`src/rtl/uart_rx_core.sv`:
```
`default_nettype none
// ============================================================================
//  Module      : uart_rx_core
//  Description : UART receiver with 2-flop input synchronizer, 3-sample
//                majority voting per bit, optional parity, frame/parity error
//                flags and a single-entry holding register with sticky overrun.
//  Revision    : 1.0  initial release
// ============================================================================
module uart_rx_core #(
    parameter int BAUD_DIV   = 16,
    parameter int DATA_BITS  = 8,
    parameter int PARITY_EN  = 0,
    parameter int PARITY_ODD = 0
) (
    input  logic                 clk,
    input  logic                 reset,
    input  logic                 rxd,
    output logic [DATA_BITS-1:0] rx_data,
    output logic                 rx_valid,
    input  logic                 rx_ready,
    output logic                 frame_err,
    output logic                 parity_err,
    output logic                 overrun,
    input  logic                 clear_err
);

    localparam int c_PH_W = $clog2(BAUD_DIV);
    localparam int c_BC_W = (DATA_BITS > 1) ? $clog2(DATA_BITS) : 1;

    localparam logic [c_PH_W-1:0] c_PH_A    = c_PH_W'(BAUD_DIV / 2 - 1);
    localparam logic [c_PH_W-1:0] c_PH_B    = c_PH_W'(BAUD_DIV / 2);
    localparam logic [c_PH_W-1:0] c_PH_DEC  = c_PH_W'(BAUD_DIV / 2 + 1);
    localparam logic [c_PH_W-1:0] c_PH_LAST = c_PH_W'(BAUD_DIV - 1);
    localparam logic [c_BC_W-1:0] c_BC_LAST = c_BC_W'(DATA_BITS - 1);
    localparam logic              c_PAR_EN  = (PARITY_EN != 0);
    localparam logic              c_PAR_ODD = (PARITY_ODD != 0);

    localparam logic [2:0] c_ST_IDLE      = 3'd0;
    localparam logic [2:0] c_ST_START     = 3'd1;
    localparam logic [2:0] c_ST_DATA      = 3'd2;
    localparam logic [2:0] c_ST_PARITY    = 3'd3;
    localparam logic [2:0] c_ST_STOP      = 3'd4;
    localparam logic [2:0] c_ST_WAIT_HIGH = 3'd5;

    logic                 r_sync1;
    logic                 r_sync2;
    logic                 r_rxs_prev;
    logic [2:0]           r_state;
    logic [2:0]           w_state_next;
    logic [c_PH_W-1:0]    r_phase;
    logic [c_BC_W-1:0]    r_bit_cnt;
    logic [DATA_BITS-1:0] r_shift;
    logic                 r_samp_a;
    logic                 r_samp_b;
    logic                 r_par_bit;
    logic [DATA_BITS-1:0] r_data;
    logic                 r_valid;
    logic                 r_frame_err;
    logic                 r_parity_err;
    logic                 r_overrun;

    logic w_rxs;
    logic w_decide;
    logic w_boundary;
    logic w_maj;
    logic w_complete;
    logic w_par_err;

    assign w_rxs      = r_sync2;
    assign w_decide   = (r_phase == c_PH_DEC);
    assign w_boundary = (r_phase == c_PH_LAST);
    // Third sample is the live value at the decision phase.
    assign w_maj      = (r_samp_a & r_samp_b) | (r_samp_a & w_rxs) | (r_samp_b & w_rxs);
    // Even parity: data ^ parity must be 0; odd parity: must be 1.
    assign w_par_err  = c_PAR_EN & ((^r_shift) ^ r_par_bit ^ c_PAR_ODD);

    // Two-flop synchronizer plus previous-value flop for falling-edge detect.
    always_ff @(posedge clk or posedge reset) begin
        if (reset) begin
            r_sync1    <= 1'b1;
            r_sync2    <= 1'b1;
            r_rxs_prev <= 1'b1;
        end else begin
            r_sync1    <= rxd;
            r_sync2    <= r_sync1;
            r_rxs_prev <= r_sync2;
        end
    end

    // State register.
    always_ff @(posedge clk or posedge reset) begin
        if (reset) begin
            r_state <= c_ST_IDLE;
        end else begin
            r_state <= w_state_next;
        end
    end

    // Next-state decode; w_complete marks the stop-bit decision cycle.
    always_comb begin
        w_state_next = r_state;
        w_complete   = 1'b0;
        case (r_state)
            c_ST_IDLE: begin
                if (r_rxs_prev && !w_rxs) w_state_next = c_ST_START;
            end
            c_ST_START: begin
                if (w_decide && w_maj)   w_state_next = c_ST_IDLE;
                else if (w_boundary)     w_state_next = c_ST_DATA;
            end
            c_ST_DATA: begin
                if (w_boundary && (r_bit_cnt == c_BC_LAST))
                    w_state_next = c_PAR_EN ? c_ST_PARITY : c_ST_STOP;
            end
            c_ST_PARITY: begin
                if (w_boundary) w_state_next = c_ST_STOP;
            end
            c_ST_STOP: begin
                if (w_decide) begin
                    w_complete   = 1'b1;
                    w_state_next = w_maj ? c_ST_IDLE : c_ST_WAIT_HIGH;
                end
            end
            c_ST_WAIT_HIGH: begin
                if (w_rxs) w_state_next = c_ST_IDLE;
            end
            default: w_state_next = c_ST_IDLE;
        endcase
    end

    // Bit-phase and bit counters, majority samples, data/parity capture.
    always_ff @(posedge clk or posedge reset) begin
        if (reset) begin
            r_phase   <= '0;
            r_bit_cnt <= '0;
            r_shift   <= '0;
            r_samp_a  <= 1'b0;
            r_samp_b  <= 1'b0;
            r_par_bit <= 1'b0;
        end else begin
            if ((w_state_next != r_state) || w_boundary ||
                (r_state == c_ST_IDLE) || (r_state == c_ST_WAIT_HIGH))
                r_phase <= '0;
            else
                r_phase <= r_phase + 1'b1;

            if (r_state != c_ST_DATA)
                r_bit_cnt <= '0;
            else if (w_boundary)
                r_bit_cnt <= r_bit_cnt + 1'b1;

            if (r_phase == c_PH_A) r_samp_a <= w_rxs;
            if (r_phase == c_PH_B) r_samp_b <= w_rxs;

            if ((r_state == c_ST_DATA) && w_decide)
                r_shift <= {w_maj, r_shift[DATA_BITS-1:1]};

            if ((r_state == c_ST_PARITY) && w_decide)
                r_par_bit <= w_maj;
        end
    end

    // Holding register, handshake and sticky overrun.
    always_ff @(posedge clk or posedge reset) begin
        if (reset) begin
            r_data       <= '0;
            r_valid      <= 1'b0;
            r_frame_err  <= 1'b0;
            r_parity_err <= 1'b0;
            r_overrun    <= 1'b0;
        end else begin
            if (w_complete && (!r_valid || rx_ready)) begin
                r_data       <= r_shift;
                r_frame_err  <= ~w_maj;
                r_parity_err <= w_par_err;
                r_valid      <= 1'b1;
            end else if (r_valid && rx_ready) begin
                r_valid <= 1'b0;
            end

            if (w_complete && r_valid && !rx_ready)
                r_overrun <= 1'b1;
            else if (clear_err)
                r_overrun <= 1'b0;
        end
    end

    assign rx_data    = r_data;
    assign rx_valid   = r_valid;
    assign frame_err  = r_frame_err;
    assign parity_err = r_parity_err;
    assign overrun    = r_overrun;

endmodule
`default_nettype wire

```
`config.mk`:
```
export PLATFORM = sky130hd
export DESIGN_NAME = uart_rx_core
export DESIGN_NICKNAME = d
export VERILOG_FILES = /design/src/rtl/uart_rx_core.sv
export SDC_FILE = /design/constraint.sdc
export NUM_CORES = 1
export LEC_CHECK = 0
export CELL_PAD_IN_SITES_DETAIL_PLACEMENT = 1
export CELL_PAD_IN_SITES_GLOBAL_PLACEMENT = 2
export CORE_ASPECT_RATIO = 0.9
export CORE_UTILIZATION = 43
export CTS_BUF_LIST = sky130_fd_sc_hd__clkbuf_8
export CTS_CLUSTER_DIAMETER = 120
export CTS_CLUSTER_SIZE = 10
export DETAILED_ROUTE_END_ITERATION = 10
export PLACE_DENSITY_LB_ADDON = 0.2
export SYNTH_ARGS = -nofsm -noshare
export SYNTH_HDL_FRONTEND = slang
export SYNTH_SLANG_ARGS = --single-unit
```
`constraint.sdc`:
```
create_clock -name clk -period 4.5 [get_ports clk]
set_input_delay 0.9 -clock clk [delete_from_list [all_inputs] [get_ports clk]]
set_output_delay 0.9 -clock clk [all_outputs]
set_load 0.05 [all_outputs]
```
* Word level (Yosys, flattened, before mapping)
Cells that the tools add are included.
** Word-level totals
- Output and inout port bits :: 12
- Bits of input ports :: 5
- Bits in registers :: 34
** Cells by class
- Bitwise operators :: 6
- Mux-type cells :: 18
- Reduce and logical (&&, ||, !) cells :: 19
- Eq/ne operators :: 12
- Add/sub/neg operators :: 2
** Operator list (count)
- 2-to-1 mux 3 bit :: 10
- one-hot mux 3 bit (6 select lines) :: 1
- == test 4 bit, second input constant :: 3
- == test 3 bit, second input constant :: 3
- logical AND 1 bit :: 8
- == test 3 x 2 -> 1 bit, second input constant :: 2
- 2-to-1 mux 1 bit :: 6
- nonzero test 2 bit :: 3
- adder 4 x 1 -> 4 bit, second input constant :: 1
- == test 4 x 3 -> 1 bit, second input constant :: 1
- logical OR 1 bit :: 4
- 2-to-1 mux 4 bit :: 1
- adder 3 x 1 -> 3 bit, second input constant :: 1
- bitwise AND 1 bit :: 3
- == test 3 x 1 -> 1 bit, second input constant :: 1
- zero test 1 bit :: 3
- zero test 3 bit :: 1
- != test 3 x 2 -> 1 bit, second input constant :: 1
- != test 3 bit :: 1
- bitwise OR 1 bit :: 2
- inverter 1 bit :: 1

* Longest topological paths before layout
Gate-level depths: netlist (run 1).
- Word-level depth :: 11
- Mapped depth :: 8
- Mapped depth without buffers :: 7

* Worst setup path before layout (run 1)
OpenSTA, ideal clock, no wires.
- Path type :: register -> register
- From :: register r_phase[1]
- To :: register r_data[0] (netlist: rx_data[0])
- Data arrival time :: 1660 ps
- Cell stages (with the launch flop) :: 8
- Data required time :: 4375 ps
- Path buffers :: 1
- Slack :: 2715 ps
- Period minus slack after synthesis :: 1785 ps
- Path through :: dfrtp_1 inv_1 ha_1 nand3b_1 or3_4 nand2b_4 buf_6 mux2_4
** Between the ends
- Cells in the longest elaborated chain, start to end :: 4
** RTL lines
- start: declaration :: RTL line 50 : logic [c_PH_W-1:0] r_phase;
- start signal: assignment :: RTL line 145 : r_phase <= r_phase + 1'b1;
- == test 4 bit :: RTL line 70 : assign w_decide = (r_phase == c_PH_DEC);
- 2-to-1 mux 1 bit :: RTL line 119 : if (w_decide) begin
- 2-to-1 mux 1 bit :: RTL line 103 : case (r_state)
- logical AND 1 bit :: RTL line 172 : if (w_complete && (!r_valid || rx_ready)) begin
- end signal: assignment :: RTL line 173 : r_data <= r_shift;
- end: declaration :: RTL line 56 : logic [DATA_BITS-1:0] r_data;
No other way between the ends.
A chain may end at the register's enable or synchronous reset.

* Worst setup path in the final report (run 1)
- From :: register r_data[5] (netlist: rx_data[5])
- To :: output rx_data[5]
** RTL lines
- end: declaration :: RTL line 18 : output logic [DATA_BITS-1:0] rx_data,
No word-level cell between the ends.

==> flow_summary.yaml, run 1 <==
run_status:
  status: "complete, no violations"
logic_synthesis:
  synth_sequential_area_ratio_pct: 54.77
  async_reset_ff_share_pct: 100.0
  synthCells: 121
  yosysWarnings: 0
  synth-seq-cells: 34
  yosys_most_used_dff: "sky130_fd_sc_hd__dfrtp_1"
  synth_edf_count: 0
  synthMostInstantiatedCell: "sky130_fd_sc_hd__dfrtp_1"
  syn_area_per_cell_um2: 12.89
  synthTopCellsByArea: "sky130_fd_sc_hd__dfrtp_1, sky130_fd_sc_hd__mux2_4, sky130_fd_sc_hd__mux2_1, sky130_fd_sc_hd__dfstp_2, sky130_fd_sc_hd__ha_1"
  synth.net_count: 131
  synth_cell_type_count: 38
  synth_common_cells: "sky130_fd_sc_hd__dfrtp_1, sky130_fd_sc_hd__mux2_1, sky130_fd_sc_hd__mux2_4"
  synth_largest_type_area_fraction_pct: 49.72
  post_synth_instance_area_mm2: 0.001560
  synth_top_area_cell: "sky130_fd_sc_hd__dfrtp_1"
grt:
  grt_antenna_before_repair: 0
  grt_overflow_total: 0
  grt_first_pass_wirelength_mm: 4.636
  maximum_number_of_pins_on_one_net_before_global_route_repair: 23
  grt_use_total_pct: 16.78
  first_global_vias: 978
place:
  gpl.final_weighted_congestion: 0.7700
  buffer_ports.inserted: 15
  post-dp-hpwl_mm: 1.965
setup_path:
  cp.required_ns: 3.60
  worst_setup_path_endpoint: "rx_data[5]"
  critical_path.slowest_cell: "sky130_fd_sc_hd__clkdlybuf4s50_1"
  timing.critical_path.cells: "clkdlybuf4s50_1"
  critical_path.n_buffers_inverters: 1
  worst-endpoint-arrival_ns: 1.47
  regToRegEndpoint: "rx_data[4]"
  path_class: "reg2out"
  timing.reg2reg.worst_path_depth: 6
  crit_path_max_fanout: 2
  kind_of_end_point_of_the_critical_path: "primary output"
  startpoint_type: "flip-flop"
  critical_path.reg2reg.startpoint: "r_phase[1]"
  crit_path_max_incr_delay_ns: 0.82
  worstSetupPathDepth: 1
  timing.critical_path.max_delay_family: "buffers and inverters"
  critPathLaunch: "rx_data[5]"
  worst-r2r-setup-slack_ns: 2.61
sta:
  fin_worst_skew_ns: 0.003810
  finalWorstPathRequiredPeriod_ns: 2.368
  report.final.setup_viol: 0
  totalNegativeSetupSlack_ns: 0
  final-hold-violation-count: 0
  fin_worst_hold_slack_ns: 0.3576
  post-route-period-util_pct: 52.62
  max_clock_freq_mhz: 422.3
  grt_setup_unrepaired: "no"
  tightest_slew_ns: 0.5176
  final_max_slew_viol_count: 0
  slew_headroom_pct: 65.39
clock_network:
  cts-hold-fix-buffers: 0
  postCtsResizedCells: 0
  cts-buffers-inserted: 5
  worst_skew_pair_later_pin_latency_ns: 0.29
  clockBufferDepth: 2
  post-cts-setup-buffer-count: 0
  h-tree-depth: 2
  cts.reportedPaths.clkPinSlew_ns: 0.06
  tritoncts: "built"
  root_buffer: "sky130_fd_sc_hd__clkbuf_8"
  cts.sink_count: 34
routing:
  vias_per_cell: 5.076
  wirelength_mm: 2.711
  routed_wire_length_per_instance_um: 14.65
  detailed_router_iteration_count_before_antenna_repair: 4
  drt-initial-drc-count: 25
  vias: 939
  route.antenna.remaining_nets: 0
  detail_route.drc_violations: 0
floorplanning:
  die_area_mm2: 0.003874
  coreArea_mm2: 0.003428
  die_x_um: 65.50
  initial_utilization_pct: 45.51
  placement_rows: 20
  dieHeight_um: 59.15
  num_io_pins: 17
cells_and_area:
  multiInputGateArea_um2: 650.6
  ratio_of_cells_with_drive_above_1_in_the_final_layout_pct: 19.15
  layout-area-overhead-vs-synth_pct: 17.64
  flip_flop_and_latch_area_um2: 854.6
  fill_cells: 362
  antenna_cells: 0
  finalNetCount: 150
power:
  powerDensity_mw_per_mm2: 420.2
  leakage_nw: 0.9083
  irDropWorstVdd_v: 0.0002234
  power_w: 0.0007714
run:
  maxCapViolCount: 0
worst_hold_path:
  worst_hold_path_type: "reg2reg"
==> layer usage <==
layer	vias to the layer above	global-route usage, %	wire, um
met1	463	23.02	1373
met2	19	23.56	1192
li1	453	-	-
met5	-	0	0
met3	4	5.192	97
met4	0	9.317	48
==> metrics by stage <==
stage | instance area [um2] | setup slack, ns | util [%] | std cells
after floorplan | 1560 | 2.715 | - | 121
after global placement | 1744 | 2.364 | 50.88 | 177
after detailed placement | 1744 | 2.329 | 50.88 | 177
after CTS | 1836 | 2.113 | 53.54 | 185
after global routing | 1836 | 2.102 | 53.54 | 185
final | 1836 | 2.132 | 53.54 | 185
==> cells by family (layout without fill, tap and decap cells) <==
family / count (synthesis) / count (layout) / share of synthesized area [%]
flip-flops: 34 / 34 / 54.77
AND/OR/NAND/NOR: 30 / 30 / 11.23
multiplexers: 20 / 20 / 16.20
AO/OA/AOI/OAI: 16 / 16 / 7.698
buffers and inverters: 11 / 31 / 3.528
adder cells (fa/ha/maj): 6 / 6 / 4.651
XOR/XNOR: 3 / 3 / 1.684
other: 1 / 1 / 0.2403
==> worst min path at each step <==
stage,from,to,slack (ns),cells after the start
6_report,r_sync1,r_sync2,0.36,0
3_5_place_dp,r_sync1,r_sync2,0.35,0
2_1_floorplan,r_sync1,r_sync2,0.35,0
4_1_cts,r_sync1,r_sync2,0.36,0
3_3_place_gp,r_sync1,r_sync2,0.35,0
5_1_grt,r_sync1,r_sync2,0.36,0
==> flip-flops by register name, indices dropped and copies added (netlist names) <==
| register | flops |
|---|---|
| r_bit_cnt | 3 |
| r_state | 3 |
| rx_valid | 1 |
| r_sync2 | 1 |
| frame_err | 1 |
| r_sync1 | 1 |
| r_rxs_prev | 1 |
| r_phase | 4 |
| overrun | 1 |
| r_samp_b | 1 |
| r_samp_a | 1 |
| r_shift | 8 |
| rx_data | 8 |
==> power breakdown <==
part	switching, W	internal, W
logic	0.0000807	0.0000764
registers	0.0000459	0.000341
clock network	0.000107	0.000121
==> layout by cell type, fill, tap and decap left out, drive strengths merged, types with 3 or more instances in the layout <==
cell and n:
dfrtp 31, mux2 18, clkdlybuf4s50 15, inv 8
nand2 6, clkbuf 6, o21ai 6, nor2 5
ha 5, nor3 4, nand2b 4, a21oi 3
xnor2 3, dfstp 3
==> layout make-up <==
cell class	instances	area share [%]
clock buffers	6	4.499
repair buffers	16	8.589
inverters	7	1.431
clock inverters	2	0.4772
flip-flops and latches	34	46.56
multi-input cells	76	35.45
well taps	44	2.999
No activity file was read; power rests on OpenSTA's default activity.
==> inputs of run 2 (changes only) <==
Settings changed: CORE_UTILIZATION 43 to 36.
Clock period 4.5 ns to 2 ns, I/O delays scaled along.
==> run 2 against run 1 <==
Against the previous run: the flow now finishes with violations (DRC); critical endpoint is now rx_data[5]; first-iteration DRC count is 36% higher; clock-buffer cell count did not move; clock power grew 120%; critical path depth increased by 5; total power increased by 130%; core utilization is 8.3 points lower; sequential power is 120% higher; worst setup slack worse by 2.0 ns; wire length grew 13%; non-clock buffer count increased by 2.
==> flow_summary.yaml, run 2 (same netlist as run 1, synthesis figures left out) <==
setup_path:
  critical_path.reg2reg.startpoint: "r_phase[1]"
  path_class: "reg2reg"
  cp.required_ns: 2.16
  worst-r2r-setup-slack_ns: 0.15
  crit_path_max_incr_delay_ns: 0.42
  startpoint_type: "flip-flop"
  regToRegEndpoint: "rx_data[5]"
  critical_path.n_buffers_inverters: 1
  timing.critical_path.cells: "inv_2, ha_1, nand3b_1, or3_4, nand2b_4, mux2_4"
  kind_of_end_point_of_the_critical_path: "flip-flop"
  timing.reg2reg.worst_path_depth: 6
  critical_path.slowest_cell: "sky130_fd_sc_hd__or3_4"
  worst-endpoint-arrival_ns: 2.01
  timing.critical_path.max_delay_family: "simple AND/OR/NAND/NOR gates"
  crit_path_max_fanout: 5
cells_and_area:
  layout-area-overhead-vs-synth_pct: 19.81
  postLayoutCellArea_mm2: 0.001869
  ratio_of_cells_with_drive_above_1_in_the_final_layout_pct: 21.53
  antenna_cells: 0
  finalNetCount: 153
  final_common_cell: "sky130_fd_sc_hd__dfrtp_1"
  most-common-layout-cells: "sky130_fd_sc_hd__dfrtp_1, sky130_fd_sc_hd__clkdlybuf4s50_1, sky130_fd_sc_hd__mux2_4, sky130_fd_sc_hd__mux2_1"
routing:
  vias: 978
  route.layer.met1.wl_mm: 1.548
  met3_wirelength_um: 99
  wirelength_mm: 3.073
  detailed_router_iteration_count_before_antenna_repair: 7
  detail_route.drc_violations: 1
  route.antenna.remaining_nets: 0
  routed-wl-met2_mm: 1.410
  drt-initial-drc-count: 34
  dr.max_layer_used: "met4"
  vias_per_cell: 5.094
  routed_wire_length_per_instance_um: 16.01
power:
  irDropWorstVdd_v: 0.0005877
  combinationalPowerShare_pct: 23.7
  seq_power_share_pct: 47.9
  power.share.switching_pct: 30.76
  leakage_nw: 0.9293
  switchingPower_w: 0.0005482
  cell_internal_pwr_w: 0.001234
  clockPowerShare_pct: 28.4
  powerDensity_mw_per_mm2: 953.4
sta:
  fin_worst_hold_slack_ns: 0.3587
  post-route-period-util_pct: 92.62
  final_max_slew_viol_count: 0
  fin_worst_skew_ns: 0.006057
  final-hold-violation-count: 0
  report.final.setup_viol: 0
  postLayoutSetupSlackWorst_ns: 0.1475
  totalNegativeSetupSlack_ns: 0
  max_clock_freq_mhz: 539.8
  grt_setup_unrepaired: "no"
  finalWorstPathRequiredPeriod_ns: 1.852
clock_network:
  worst_skew_pair_later_pin_latency_ns: 0.27
  clockBufferDepth: 2
  root_buffer: "sky130_fd_sc_hd__clkbuf_8"
  cts.sink_count: 34
  cts-buffers-inserted: 5
  h-tree-depth: 2
  post-cts-setup-buffer-count: 0
  tritoncts: "built"
  cts.reportedPaths.clkPinSlew_ns: 0.07
worst_hold_path:
  worst_hold_path_type: "reg2reg"
  hold-path-endpoint: "r_sync2"
  min_delay_path_depth: 0
  min_from: "r_sync1"
place:
  gpl.final_weighted_congestion: 0.7981
  buffer_ports.inserted: 15
  dp_worst_setup_slack_ns: 0.09973
  post-dp-hpwl_mm: 2.070
  placed_area_mm2: 0.001764
floorplanning:
  die_x_um: 71.40
  dieHeight_um: 64.46
  die_area_mm2: 0.004602
  coreArea_mm2: 0.004129
  initial_utilization_pct: 37.79
  num_io_pins: 17
  placement_rows: 22
grt:
  maximum_number_of_pins_on_one_net_before_global_route_repair: 35
  grt_overflow_total: 0
  grt_use_total_pct: 14.91
  grt_first_pass_wirelength_mm: 5.175
  first_global_vias: 1060
  grt_antenna_before_repair: 0
run_status:
  violated_checks: "DRC"
  status: "finished with violations"
run:
  maxCapViolCount: 0
[run 2: worst register-to-register path: cells and delay by family, from the launching register on]
family,cells,cell delay (ns)
buf+inv,1,0.09
flops,1,0.41
fa+ha+maj,1,0.18
simple gates,3,0.75
mux,1,0.32
[run 2: timing repair]
item                       in CTS  in global routing
setup endpoints to repair       0                 14
resized for setup               0                  2
hold buffers                    0                  0
[run 2: how the worst max path moves through the flow]
stage,to,depth (start not counted),start,slack (ns)
global placement,rx_data[3],6,r_phase[1],0.17
finish,rx_data[5],6,r_phase[1],0.15
floorplan,rx_data[0],7,r_phase[1],0.21
CTS,rx_data[5],6,r_phase[1],0.07
detailed placement,rx_data[7],6,r_phase[1],0.1
global route,r_phase[3],7,r_phase[1],0.04
[run 2: metrics by stage]
step,std cells,total power [W],utilization (%)
finish,192,0.001782,45.27
global route,192,0.001888,45.27
detailed placement,183,0.001279,42.73
CTS,191,0.001806,44.94
floorplan,121,0.001152,-
global placement,183,0.001266,42.73
[run 2: final cells by class]
| cell class | count | area [um2] |
|---|---|---|
| clock buffers | 6 | 82.58 |
| inverters | 7 | 26.28 |
| clock inverters | 2 | 8.758 |
| fillers | 443 | 2260 |
| repair buffers | 18 | 172.7 |
| well taps | 48 | 60.06 |
| flip-flops and latches | 34 | 854.6 |
| multi-input cells | 77 | 664.4 |
[run 2: routing by layer]
metal  track usage (%)  vias to the layer above
met2             22.26                       16
met1             21.03                      497
met4             4.750                        0
met5                 0                        -
met3             4.044                        2
li1                  -                      463
[run 2: power groups by stage]
stage / Clock (W) / Combinational [W] / Sequential (W)
global placement: 0 / 0.000407 / 0.000859
floorplan: 0 / 0.000311 / 0.000840
detailed placement: 0 / 0.000417 / 0.000863
global route: 0.000547 / 0.000481 / 0.000860
finish: 0.000507 / 0.000421 / 0.000854
CTS: 0.000525 / 0.000430 / 0.000852
